[config.mk]
export PLATFORM = sky130hd
export DESIGN_NAME = uart_tx_frame_flat
export DESIGN_NICKNAME = d
export VERILOG_FILES = /design/src/rtl/uart_tx_frame_if.sv /design/src/rtl/uart_tx_frame.sv /design/src/flat_wrapper.sv
export SDC_FILE = /design/constraint.sdc
export NUM_CORES = 1
export LEC_CHECK = 0
export ABC_AREA = 0
export CAP_MARGIN = 20
export CORE_MARGIN = 2
export CORE_UTILIZATION = 45
export DETAILED_ROUTE_END_ITERATION = 6
export PLACE_DENSITY = 0.67
export SLEW_MARGIN = 25
export SYNTH_ARGS = -nofsm -noshare
export SYNTH_HDL_FRONTEND = slang
export SYNTH_SLANG_ARGS = --single-unit
[constraint.sdc]
create_clock -name sysclk -period 3.2 [get_ports sysclk]
set_input_delay 0.48 -clock sysclk [delete_from_list [all_inputs] [get_ports sysclk]]
set_output_delay 0.48 -clock sysclk [all_outputs]
set_load 0.02 [all_outputs]
[src/rtl/uart_tx_frame_if.sv]
// Word handshake between a source and the UART transmitter.
// Latency: n/a (signal bundle only).
// Backpressure: tx_ready from the transmitter gates tx_valid from the source.
// Ports: tx_data (word), tx_valid (source has word), tx_ready (transmitter idle),
//        parity_odd (1 = odd parity for this word; only meaningful with parity builds).
interface uart_tx_frame_if #(
  parameter int DATA_WIDTH = 8
);
  logic [DATA_WIDTH-1:0] tx_data;
  logic                  tx_valid;
  logic                  tx_ready;
  logic                  parity_odd;

  modport master (
    output tx_data,
    output tx_valid,
    output parity_odd,
    input  tx_ready
  );

  modport slave (
    input  tx_data,
    input  tx_valid,
    input  parity_odd,
    output tx_ready
  );
endinterface

[src/rtl/uart_tx_frame.sv]
// Parametrised UART transmitter: start, DATA_WIDTH data bits LSB first, optional parity, STOP_BITS stop bits.
// Latency: line drops to the start bit on the accept edge; frame is (1+DATA_WIDTH+P+STOP_BITS)*BIT_PERIOD clocks.
// Backpressure: tx_ready only in IDLE; tx_valid while busy is dropped, not queued.
// Ports: sysclk, rstn (async active-low), tx_bus (slave handshake: tx_data/tx_valid/tx_ready/parity_odd),
//        uart_tx (registered serial line, idles high), tx_busy (not IDLE), tx_done (1-cycle frame-end pulse).
// Build option: define UART_TX_PARITY_EN to insert a parity bit after the data bits.
module uart_tx_frame #(
  parameter int DATA_WIDTH = 8,
  parameter int CLK_FREQ   = 50_000_000,
  parameter int BAUD_RATE  = 115200,
  parameter int STOP_BITS  = 1
) (
  input  logic             sysclk,
  input  logic             rstn,
  uart_tx_frame_if.slave   tx_bus,
  output logic             uart_tx,
  output logic             tx_busy,
  output logic             tx_done
);

  localparam int BIT_PERIOD = CLK_FREQ / BAUD_RATE;
  localparam int CW         = $clog2(BIT_PERIOD);
  localparam int BW         = $clog2(DATA_WIDTH);

  localparam logic [CW-1:0] CNT_MAX  = CW'(BIT_PERIOD - 1);
  localparam logic [BW-1:0] BIT_MAX  = BW'(DATA_WIDTH - 1);
  localparam logic          STOP_MAX = 1'(STOP_BITS - 1);

  generate
    if (DATA_WIDTH < 5 || DATA_WIDTH > 9) begin : g_bad_width
      $error("uart_tx_frame: DATA_WIDTH must be 5..9");
    end
    if (STOP_BITS < 1 || STOP_BITS > 2) begin : g_bad_stop
      $error("uart_tx_frame: STOP_BITS must be 1 or 2");
    end
    if (BIT_PERIOD < 2) begin : g_bad_baud
      $error("uart_tx_frame: CLK_FREQ/BAUD_RATE must be >= 2");
    end
  endgenerate

  typedef enum logic [2:0] {
    IDLE,
    START,
    DATA,
`ifdef UART_TX_PARITY_EN
    PARITY,
`endif
    STOP
  } state_t;

  state_t                state_q, state_d;
  logic [CW-1:0]         cnt_q, cnt_d;
  logic [BW-1:0]         bit_q, bit_d;
  logic                  stop_q, stop_d;
  logic [DATA_WIDTH-1:0] shift_q, shift_d;
  logic                  tx_q, tx_d;
  logic                  done_q, done_d;
  logic                  wrap;

`ifdef UART_TX_PARITY_EN
  logic                  par_q, par_d;
`else
  logic                  unused_parity_odd;
  assign unused_parity_odd = tx_bus.parity_odd;
`endif

  // End of the current bit period; the only point where the line may change.
  assign wrap = (cnt_q == CNT_MAX);

  always_ff @(posedge sysclk or negedge rstn) begin
    if (!rstn) begin
      state_q <= IDLE;
      cnt_q   <= '0;
      bit_q   <= '0;
      stop_q  <= 1'b0;
      shift_q <= '0;
      tx_q    <= 1'b1;
      done_q  <= 1'b0;
`ifdef UART_TX_PARITY_EN
      par_q   <= 1'b0;
`endif
    end else begin
      state_q <= state_d;
      cnt_q   <= cnt_d;
      bit_q   <= bit_d;
      stop_q  <= stop_d;
      shift_q <= shift_d;
      tx_q    <= tx_d;
      done_q  <= done_d;
`ifdef UART_TX_PARITY_EN
      par_q   <= par_d;
`endif
    end
  end

  always_comb begin
    state_d = state_q;
    cnt_d   = cnt_q;
    bit_d   = bit_q;
    stop_d  = stop_q;
    shift_d = shift_q;
    tx_d    = tx_q;
    done_d  = 1'b0;
`ifdef UART_TX_PARITY_EN
    par_d   = par_q;
`endif

    // Bit timer runs only inside a frame and wraps by explicit compare.
    if (state_q != IDLE) begin
      cnt_d = wrap ? '0 : cnt_q + 1'b1;
    end

    case (state_q)
      IDLE: begin
        cnt_d = '0;
        if (tx_bus.tx_valid) begin
          shift_d = tx_bus.tx_data;
`ifdef UART_TX_PARITY_EN
          // Even parity is the XOR of the data; odd flips it.
          par_d   = (^tx_bus.tx_data) ^ tx_bus.parity_odd;
`endif
          tx_d    = 1'b0;
          bit_d   = '0;
          stop_d  = 1'b0;
          state_d = START;
        end
      end

      START: begin
        if (wrap) begin
          tx_d    = shift_q[0];
          state_d = DATA;
        end
      end

      DATA: begin
        if (wrap) begin
          shift_d = shift_q >> 1;
          if (bit_q == BIT_MAX) begin
`ifdef UART_TX_PARITY_EN
            tx_d    = par_q;
            state_d = PARITY;
`else
            tx_d    = 1'b1;
            state_d = STOP;
`endif
          end else begin
            // shift_q[1] is the bit that lands in position 0 after this shift.
            tx_d  = shift_q[1];
            bit_d = bit_q + 1'b1;
          end
        end
      end

`ifdef UART_TX_PARITY_EN
      PARITY: begin
        if (wrap) begin
          tx_d    = 1'b1;
          state_d = STOP;
        end
      end
`endif

      STOP: begin
        if (wrap) begin
          if (stop_q == STOP_MAX) begin
            done_d  = 1'b1;
            state_d = IDLE;
          end else begin
            stop_d = 1'b1;
          end
        end
      end

      default: begin
        tx_d    = 1'b1;
        state_d = IDLE;
      end
    endcase
  end

  assign tx_bus.tx_ready = (state_q == IDLE);
  assign tx_busy         = (state_q != IDLE);
  assign uart_tx         = tx_q;
  assign tx_done         = done_q;

endmodule

[src/flat_wrapper.sv]
// flat-port wrapper written by rule: the top's interface ports become plain ports
module uart_tx_frame_flat 
#(
  parameter int DATA_WIDTH = 8,
  parameter int CLK_FREQ   = 50_000_000,
  parameter int BAUD_RATE  = 115200,
  parameter int STOP_BITS  = 1
)
  (sysclk, rstn, uart_tx, tx_busy, tx_done, tx_bus_tx_data, tx_bus_tx_valid, tx_bus_parity_odd, tx_bus_tx_ready);
  uart_tx_frame_if #(.DATA_WIDTH(DATA_WIDTH)) tx_bus_i ();
  input  logic sysclk;
  input  logic rstn;
  output logic uart_tx;
  output logic tx_busy;
  output logic tx_done;
  input wire logic [$bits(tx_bus_i.tx_data)-1:0] tx_bus_tx_data;
  input wire logic [$bits(tx_bus_i.tx_valid)-1:0] tx_bus_tx_valid;
  input wire logic [$bits(tx_bus_i.parity_odd)-1:0] tx_bus_parity_odd;
  output wire logic [$bits(tx_bus_i.tx_ready)-1:0] tx_bus_tx_ready;
  assign tx_bus_i.tx_data = tx_bus_tx_data;
  assign tx_bus_i.tx_valid = tx_bus_tx_valid;
  assign tx_bus_i.parity_odd = tx_bus_parity_odd;
  assign tx_bus_tx_ready = tx_bus_i.tx_ready;
  uart_tx_frame #(.DATA_WIDTH(DATA_WIDTH), .CLK_FREQ(CLK_FREQ), .BAUD_RATE(BAUD_RATE), .STOP_BITS(STOP_BITS)) u_core (.sysclk(sysclk), .rstn(rstn), .tx_bus(tx_bus_i), .uart_tx(uart_tx), .tx_busy(tx_busy), .tx_done(tx_done));
endmodule
# Word level (Yosys, flattened, before mapping)
# Index checks and enable logic that the tools add are counted.
[word_totals]
ff_bits = 26
in_bits = 12
out_inout_bits = 4
elab_cells = 60
[op_classes]
eq_ne = 12
bitwise_logic = 1
n_addsub = 2
reduce_logical = 10
mux = 28
[op_table]
columns = ["op", "n"]
rows = [
  ["$mux 3", 9],
  ["$mux 9", 3],
  ["$mux 8", 2],
  ["$pmux 8 s2", 1],
  ["$pmux 3 s4", 1],
  ["$add 9x1->9 const B", 1],
  ["$eq 9x9->1 const B", 1],
  ["$mux 1", 9],
  ["$ne 2x1->1 const B", 4],
  ["$reduce_and 4->1", 2],
  ["$eq 3x2->1 const B", 2],
  ["$ne 2x2->1 const B", 3],
  ["$pmux 3 s2", 1],
  ["$reduce_and 3->1", 2],
  ["$reduce_and 6->1", 1],
  ["$reduce_bool 2->1", 3],
  ["$pmux 1 s4", 1],
  ["$add 3x1->3 const B", 1],
  ["$eq 3x1->1 const B", 1],
  ["$eq 3x3->1 const B", 1],
  ["$logic_not 3->1", 1],
  ["$reduce_bool 3->1", 1],
  ["$pmux 1 s2", 1],
  ["$not 1->1", 1],
]

# Longest topological paths before layout
# Gate-level depths: netlist of the first run.
[logic_depth]
ltp_word = 4
ltp_mapped = 7
ltp_nobuf = 6

# Worst setup path after synthesis of the first run
# OpenSTA, ideal clock, no wires.
[synth_path]
kind = "register to register"
startpoint = "register u_core.state_q[0]"
endpoint = "register u_core.state_q[0]"
path_buffers = 1
stages_incl_launch_ff = 8
required_time_ns = 3.075
synth_period_minus_slack_ns = 2.010
slack_ns = 1.190
arrival_ns = 1.886
setup_ns = 0.125
cell_sequence = "dfrtp_1 inv_1 ha_1 nor2b_1 clkbuf_1 or2_2 o32ai_1 mux2_2"
[synth_between]
elab_chain_len = 3
elab_cells_between_ends = 12
classes_between = "9 x eq/ne; 1 x mux; 2 x reduce/logical"
[synth_rtl]
columns = ["item", "line_no", "source"]
rows = [
  ["start: declaration", "uart_tx_frame.sv:51", "state_t state_q, state_d;"],
  ["start signal: assignment", "uart_tx_frame.sv:83", "state_q <= state_d;"],
  ["$logic_not 3->1 *", "n/a", ""],
  ["via tx_bus_tx_ready", "flat_wrapper.sv:19", "output wire logic [$bits(tx_bus_i.tx_ready)-1:0] tx_bus_tx_ready;"],
  ["$ne 2x2->1 (no source line)", "n/a", ""],
  ["$reduce_and 6->1 (no source line)", "n/a", ""],
]
# Mark *: on every way through the listed nets, which the timed path passes. The rest lies on a longest branch.
# A chain may end at the register's enable or synchronous reset.

# Worst setup path in the final report of the first run
[layout_path]
startpoint = "register u_core.state_q[0]"
endpoint = "register u_core.shift_q[0]"
[layout_between]
elab_chain_len = 3
elab_cells_between_ends = 7
classes_between = "3 x eq/ne; 1 x mux; 3 x reduce/logical"
[layout_rtl]
columns = ["item", "line_no", "source"]
rows = [
  ["$eq 3x2->1 / $logic_not 3->1 (equally long branches)", "uart_tx_frame.sv:113", "case (state_q)"],
  ["$ne 2x1->1 (no source line), or another cell as far along", "n/a", ""],
  ["$reduce_and 3->1 (no source line)", "n/a", ""],
  ["end signal: assignment", "uart_tx_frame.sv:87", "shift_q <= shift_d;"],
  ["end: declaration", "uart_tx_frame.sv:55", "logic [DATA_WIDTH-1:0] shift_q, shift_d;"],
]
# Several ways; a longest one is shown, not always the timed one.

==> results of run 1 <==
## sequential cells by signal (all words and copies together), names as in the netlist
name and count:
u_core.state_q 2, u_core.uart_tx 1, u_core.shift_q 8, u_core.cnt_q 9, u_core.tx_done 1, u_core.bit_q 3
## power by group
part / internal, mW / leakage (nW) / switching (mW)
Sequential: 0.410 / 0.307 / 0.0819
Combinational: 0.317 / 0.337 / 0.298
Clock: 0.127 / 0.0279 / 0.0941
Total: 0.855 / 0.672 / 0.474
## worst max-delay path, stage by stage, from the launching register on
cell      delay, ps
dfrtp_1         450
inv_1           100
ha_1            630
nor2_1          230
a211oi_4        500
mux2_2          400
## layer usage
metal | track usage (%) | up-vias
met5 | 0 | -
li1 | - | 447
met4 | 6.98 | 0
met2 | 27.4 | 28
met1 | 19.5 | 436
met3 | 3.35 | 9
## cells by family (layout without fill, tap and decap cells)
logic type | after synthesis | in the layout | share of synthesized area [%]
and+or+nand+nor | 39 | 39 | 16.3
adders and majority gates | 9 | 9 | 8.51
DFF | 24 | 24 | 45.5
AOI/OAI and AO/OA | 12 | 12 | 6.81
muxes | 17 | 17 | 14.5
xor gates and xnor gates | 7 | 7 | 4.64
buffers and inverters | 13 | 29 | 3.78
## worst max-delay path by stage
stage | to | slack [ps] | cells past startpoint
after detailed placement | u_core.shift_q[0]$_DFFE_PN0P_ | 790 | 5
after global routing | u_core.shift_q[5]$_DFFE_PN0P_ | 610 | 5
after CTS | u_core.shift_q[0]$_DFFE_PN0P_ | 760 | 5
final | u_core.shift_q[0]$_DFFE_PN0P_ | 790 | 5
after floorplan | u_core.state_q[0]$_DFFE_PN0P_ | 1190 | 7
after global placement | u_core.shift_q[2]$_DFFE_PN0P_ | 870 | 5
## cell usage after synthesis, types with 2 or more instances
cell / n
nor2_1: 16
nand3_1: 5
o21ai_0: 3
a21oi_1: 3
ha_1: 9
mux2_2: 17
o211ai_1: 3
or4_1: 2
clkbuf_1: 2
nand2_1: 5
dfrtp_1: 23
xnor2_1: 6
inv_1: 10
nor3_1: 2
## area by class of cell
| type | count | share of cell area [%] |
|---|---|---|
| multi-input cells | 84 | 43.3 |
| flip-flops and latches | 24 | 38.9 |
| repair buffers | 15 | 9.53 |
| well taps | 31 | 2.50 |
| inverters | 10 | 2.42 |
| clock inverters | 1 | 1.94 |
| clock buffers | 3 | 1.45 |
==> metrics.md, run 1 <==
| Metric | Value |
|---|---|
| Status | finished clean |
| Leak | 0.672 nW |
| DR WL met3 | 97 um |
| ANT nets after route | 0 |
| Synth cell types | 29 |
| Share of the synthesized area in the top cell type | 43.5% |
| Hold-fix buffers, CTS | 0 |
| Starting density of the core | 47.5% |
| Worst Hold Class | in -> async |
| Area leader, netlist | dfrtp_1 |
| Via count | a little over 900 |
| Most frequent cells in the layout | dfrtp_1, mux2_2, nor2_1 |
| P&R area growth vs syn | 17.1% |
| WS Path Type | reg -> reg |
| Slew Viols, Final | 0 |
| Worst Path Required | 3420 ps |
| Row Count | 19 |
| Max frequency | 0.415 GHz |
| Resized Gates After CTS | 0 |
| Core Region | 2780 um^2 |
| Mapped Area | 1320 um^2 |
| Final net count | 159 |
| FFs w/ async S/R, synth | between 90% and 100% |
| Share of cells above drive strength 1 | 20.4% |
| Diode count | 0 |
| Syn. warnings | 0 |
| Fin crit period | 2410 ps |
| Final Setup Violations | 0 |
| R2r worst-path depth | 5 |
| Ranking of synthesized cells by area | dfrtp_1, mux2_2, ha_1 |
| Post-DP Area | between 1000 and 1500 um^2 |
| GR Util All Layers | 16.1% |
| Startpoint types | flip-flop |
| Power consumption | 1.33 mW |
| Clock Skews | 12.2 ps |
| Top sig layer | met4 |
| Largest net degree at the start of global routing | 25 |
| Detailed-route wire length | 2.34 mm |
| Root Driver | clkbuf_4 |
| CTS tree | done |
| Initial antenna violation count | 0 |
| DP Cell Count | about 160 |
| R2R Path End | u_core.shift_q[0]$_DFFE_PN0P_ |
| GP Congestion | 0.767 |
| Commonest non-fill, non-tap cell in the layout | dfrtp_1 |
| Post-CTS Setup Bufs | 0 |
| R2R setup slack | 790 ps |
| Avg Cell Area, Syn | 10.9 um^2 |
| Clock transition at path regs | 140 ps |
| Vias per cell | 5.48 |
| Seq. cell area | around 600 um^2 |
| Cts bufs inserted | 3 |
| Mapped Cells | approximately 120 |
| Die Y | a little under 60 um |
| Full die area | 3390 um^2 |
| Max FO, Critical Path | 19 |
| FILL cells | 252 |
| Crit share post-route | around three quarters |
| First-pass GRT wire length | between 4 and 5 mm |
| Worst setup margin | 790 ps |
| Post-synth EDFFs | 0 |
| Area taken by multi-input logic gates | 671 um^2 |
| Worst Max-Slew Pin Slew | 732 ps |
| Clock sink count | 24 |
| RSZ-0062 raised after global routing | false |
| Register area share after synthesis | 45.5% |
| HPWL after DPL | 1.70 mm |
| Ports | 16 |
| Hold_ws | 487 ps |
| DRT Pass-1 Iters | 5 |
| Drt first-iter violations | 26 |
| WL met1 | 1.04 mm |
| Non-Filler Instances | 168 |
| Pwr per Cell Area | 858 nW/um^2 |
| Clock latency on the worst-skew pair | 330 ps |
| Maximum VDD drop | 0.575 mV |
| Vias in the first global route | around 920 |
| Final Cell Area | ~1500 um^2 |
| CTS max path bufs | 2 |
| FF-to-FF Start | u_core.state_q[0]$_DFFE_PN0P_ |
| Crit path DAT | 2630 ps |
| Main synth FF type | dfrtp_1 |
| TNS Setup | 0 ps |
| H-tree depth | 1 |
| Max cap viols | 0 |
| Synth Register Bits | 24 |
| Layout Utilization | 55.7% |
| Port bufs | 14 |
| CP Capture Type | flip-flop |
| DRC | 0 |
| Die X | 58.2 um |
| Setup slack at placement | 790 ps |
| Syn_nets | about 140 |
| Final hold violation count | 0 |
| Worst slew margin | 51.2% |
| DR WL met2 | 1.14 mm |
| Wirelength per Cell | 13.9 um |
| Critical Path Start | u_core.state_q[0]$_DFFE_PN0P_ |
| GRT overflow | 0 |
Note: power is estimated with default switching activity, not from simulation.
==> run 2: changes to the inputs <==
PLACE_DENSITY = 0.69   (was 0.67)
clock period = 2 ns   (was 3.2 ns; I/O delays follow)
==> run 2 against run 1 <==
Worst hold slack lost 170 ps. Clock power grew 57%. Register-to-register slack lost 670 ps. Highest routed layer unchanged. Largest power group unchanged. Sequential cell count is the same.
==> metrics.md, run 2 (synthesis results as in run 1) <==
| Metric | Value |
|---|---|
| Status | finished clean (unchanged) |
| Die X | 58.2 um (unchanged) |
| Internal | 1.47 mW (was 855 uW) |
| Vias in the first global route | 980 (was 916) |
| Root Driver | clkbuf_4 (unchanged) |
| Vias per cell | 5.34 (was 5.48) |
| Core Region | 2780 um^2 (unchanged) |
| Final Setup Violations | 0 (unchanged) |
| Clock Skews | 3.82 ps (was 12.2 ps) |
| DRT Pass-1 Iters | 6 (was 5) |
| WS Path Type | reg -> reg (unchanged) |
| Hold-fix buffers, CTS | 0 (unchanged) |
| Share of cells above drive strength 1 | 26.6% (was 20.4%) |
| ANT nets after route | 0 (unchanged) |
| Regs by FF count | u_core.cnt_q: 9 flops, u_core.shift_q: 8 flops, u_core.bit_q: 3 flops (unchanged) |
| Psw | 793 uW (was 474 uW) |
| Clock sink count | 24 (unchanged) |
| Clock transition at path regs | 130 ps (was 140 ps) |
| Clk network pwr share | 15.4% (was 16.6%) |
| Via count | 930 (was 920) |
| Max FFs per register | 9 (unchanged) |
| Full die area | 3390 um^2 (unchanged) |
| FILL cells | 233 (was 252) |
| TNS Setup | 0 ps (unchanged) |
| Max frequency | 0.532 GHz (was 0.415 GHz) |
| Wirelength per Cell | 14.0 um (was 13.9 um) |
| Starting density of the core | 47.5% (unchanged) |
| Row Count | 19 (unchanged) |
| Worst Path Required | 2210 ps (was 3420 ps) |
| Max cap viols | 0 (unchanged) |
| Detailed-route wire length | 2.44 mm (was 2.34 mm) |
| Largest net degree at the start of global routing | 25 (unchanged) |
| Diode count | 0 (unchanged) |
| CTS max path bufs | 2 (unchanged) |
| Switching Share | 35.0% (was 35.7%) |
| Leak | 0.710 nW (was 0.672 nW) |
| CP max stage delay | 440 ps (was 630 ps) |
| CTS tree | done (unchanged) |
| Maximum VDD drop | 1.10 mV (was 0.575 mV) |
| Final net count | 165 (was 159) |
| Cts bufs inserted | 3 (unchanged) |
| Pwr per Cell Area | 1400 nW/um^2 (was 858 nW/um^2) |
| Drt first-iter violations | 29 (was 26) |
| Fin crit period | 1880 ps (was 2410 ps) |
| GP Congestion | 0.805 (was 0.767) |
| CP top delay family | flip-flops (was adder cells) |
| GRT overflow | 0 (unchanged) |
| Crit-path cells | inv_1 -> ha_1 -> and4_4 -> nand2_4 -> a211oi_4 -> buf_12 -> mux2_2 (was inv_1 -> ha_1 -> nor2_1 -> a211oi_4 -> mux2_2) |
| Clock latency on the worst-skew pair | 310 ps (was 330 ps) |
| RSZ-0062 raised after global routing | false (unchanged) |
| Slowest-stage cell, CP | dfrtp_1 (was ha_1) |
| H-tree depth | 1 (unchanged) |
| Die Y | 58.2 um (unchanged) |
| First-pass GRT wire length | 4.46 mm (was 4.07 mm) |
| Final hold violation count | 0 (unchanged) |
| P&R area growth vs syn | 22.4% (was 17.1%) |
| Worst setup margin | 119 ps (was 790 ps) |
| Most frequent cells in the layout | dfrtp_1, mux2_2, nor2_1 (unchanged) |
| GR Util All Layers | 17.2% (was 16.1%) |
| Port bufs | 14 (unchanged) |
| Setup slack at placement | 41.9 ps (was 790 ps) |
| Startpoint types | flip-flop (unchanged) |
| Largest Register | u_core.cnt_q (unchanged) |
| Max FO, Critical Path | 10 (was 19) |
| Combinational fraction of design power | 50.1% (was 46.3%) |
| DRC | 0 (unchanged) |
| Commonest non-fill, non-tap cell in the layout | dfrtp_1 (unchanged) |
| CP Capture Type | flip-flop (unchanged) |
| Worst Hold Class | in -> async (unchanged) |
| Sequential share of power | 34.5% (was 37.0%) |
| R2R setup slack | 120 ps (was 790 ps) |
| Crit path DAT | 2100 ps (was 2630 ps) |
| Initial antenna violation count | 0 (unchanged) |
| Crit share post-route | 94.1% (was 75.3%) |
| Ports | 16 (unchanged) |
| WP buf/inv | 2 (was 1) |
| Worst slew margin | 74.0% (was 51.2%) |
| HPWL after DPL | 1.79 mm (was 1.70 mm) |
| Worst Max-Slew Pin Slew | 388 ps (was 732 ps) |
| Slew Viols, Final | 0 (unchanged) |
run 2: routing by layer:
metal | part of all wire [%] | global-route usage [%] | routed length (um) | vias to the layer above
met3 | 2.1 | 2.01 | 50 | 4
li1 | - | - | - | 461
met1 | 48 | 23.4 | 1170 | 455
met2 | 49 | 28.1 | 1200 | 10
met5 | 0 | 0 | 0 | -
met4 | 0.98 | 6.64 | 24 | 0
run 2: repair_timing:
item                                    CTS  global route
gates resized for setup                   2             4
setup buffers                             1             0
endpoints found under the setup margin    2             9
run 2: worst paths after layout:
check	start	end	cells after the start
worst max-delay path	u_core.cnt_q[1]$_DFF_PN0_	u_core.shift_q[5]$_DFFE_PN0P_	7
worst min-delay path	rstn	u_core.shift_q[5]$_DFFE_PN0P_	2
worst max register to register	u_core.cnt_q[1]$_DFF_PN0_	u_core.shift_q[5]$_DFFE_PN0P_	7
worst min register to register	u_core.shift_q[2]$_DFFE_PN0P_	u_core.shift_q[2]$_DFFE_PN0P_	1
max in group asynchronous	rstn	u_core.uart_tx$_DFFE_PN1P_	2
min in group sysclk	u_core.shift_q[2]$_DFFE_PN0P_	u_core.shift_q[2]$_DFFE_PN0P_	1
run 2: worst register-to-register path: stages, from the launching register on:
cell	delay, ps
dfrtp_1	440
inv_1	70
ha_1	150
and4_4	250
nand2_4	100
a211oi_4	300
buf_12	170
mux2_2	330
run 2: cell type report:
cell class | count | area (um^2) | share of cell area [%]
Sequential cell | 24 | 602 | 37.2
Timing Repair Buffer | 21 | 203 | 12.5
Tap cell | 31 | 38.8 | 2.40
Clock buffer | 3 | 22.5 | 1.39
Clock inverter | 1 | 30.0 | 1.85
Inverter | 10 | 37.5 | 2.32
Multi-Input combinational cell | 84 | 686 | 42.3
run 2: metrics by stage:
stage          cells  hold WS [ps]  cell area [um^2]  power [mW]  utilization (%)
6_report         174           322              1620        2.26             58.2
3_5_place_dp     169           492              1550        1.91             55.7
4_1_cts          174           316              1610        2.28             57.8
3_3_place_gp     169           483              1550        1.86             55.7
5_1_grt          174           340              1620        2.45             58.2
2_1_floorplan    121          4.41              1330        1.54                -
run 2: power groups by stage:
stage | Sequential, mW | Clock (mW) | Combinational (mW)
final | 0.782 | 0.348 | 1.13
after global placement | 0.792 | 0 | 1.07
after floorplan | 0.778 | 0 | 0.758
after global routing | 0.806 | 0.380 | 1.27
after CTS | 0.784 | 0.364 | 1.13
after detailed placement | 0.804 | 0 | 1.11
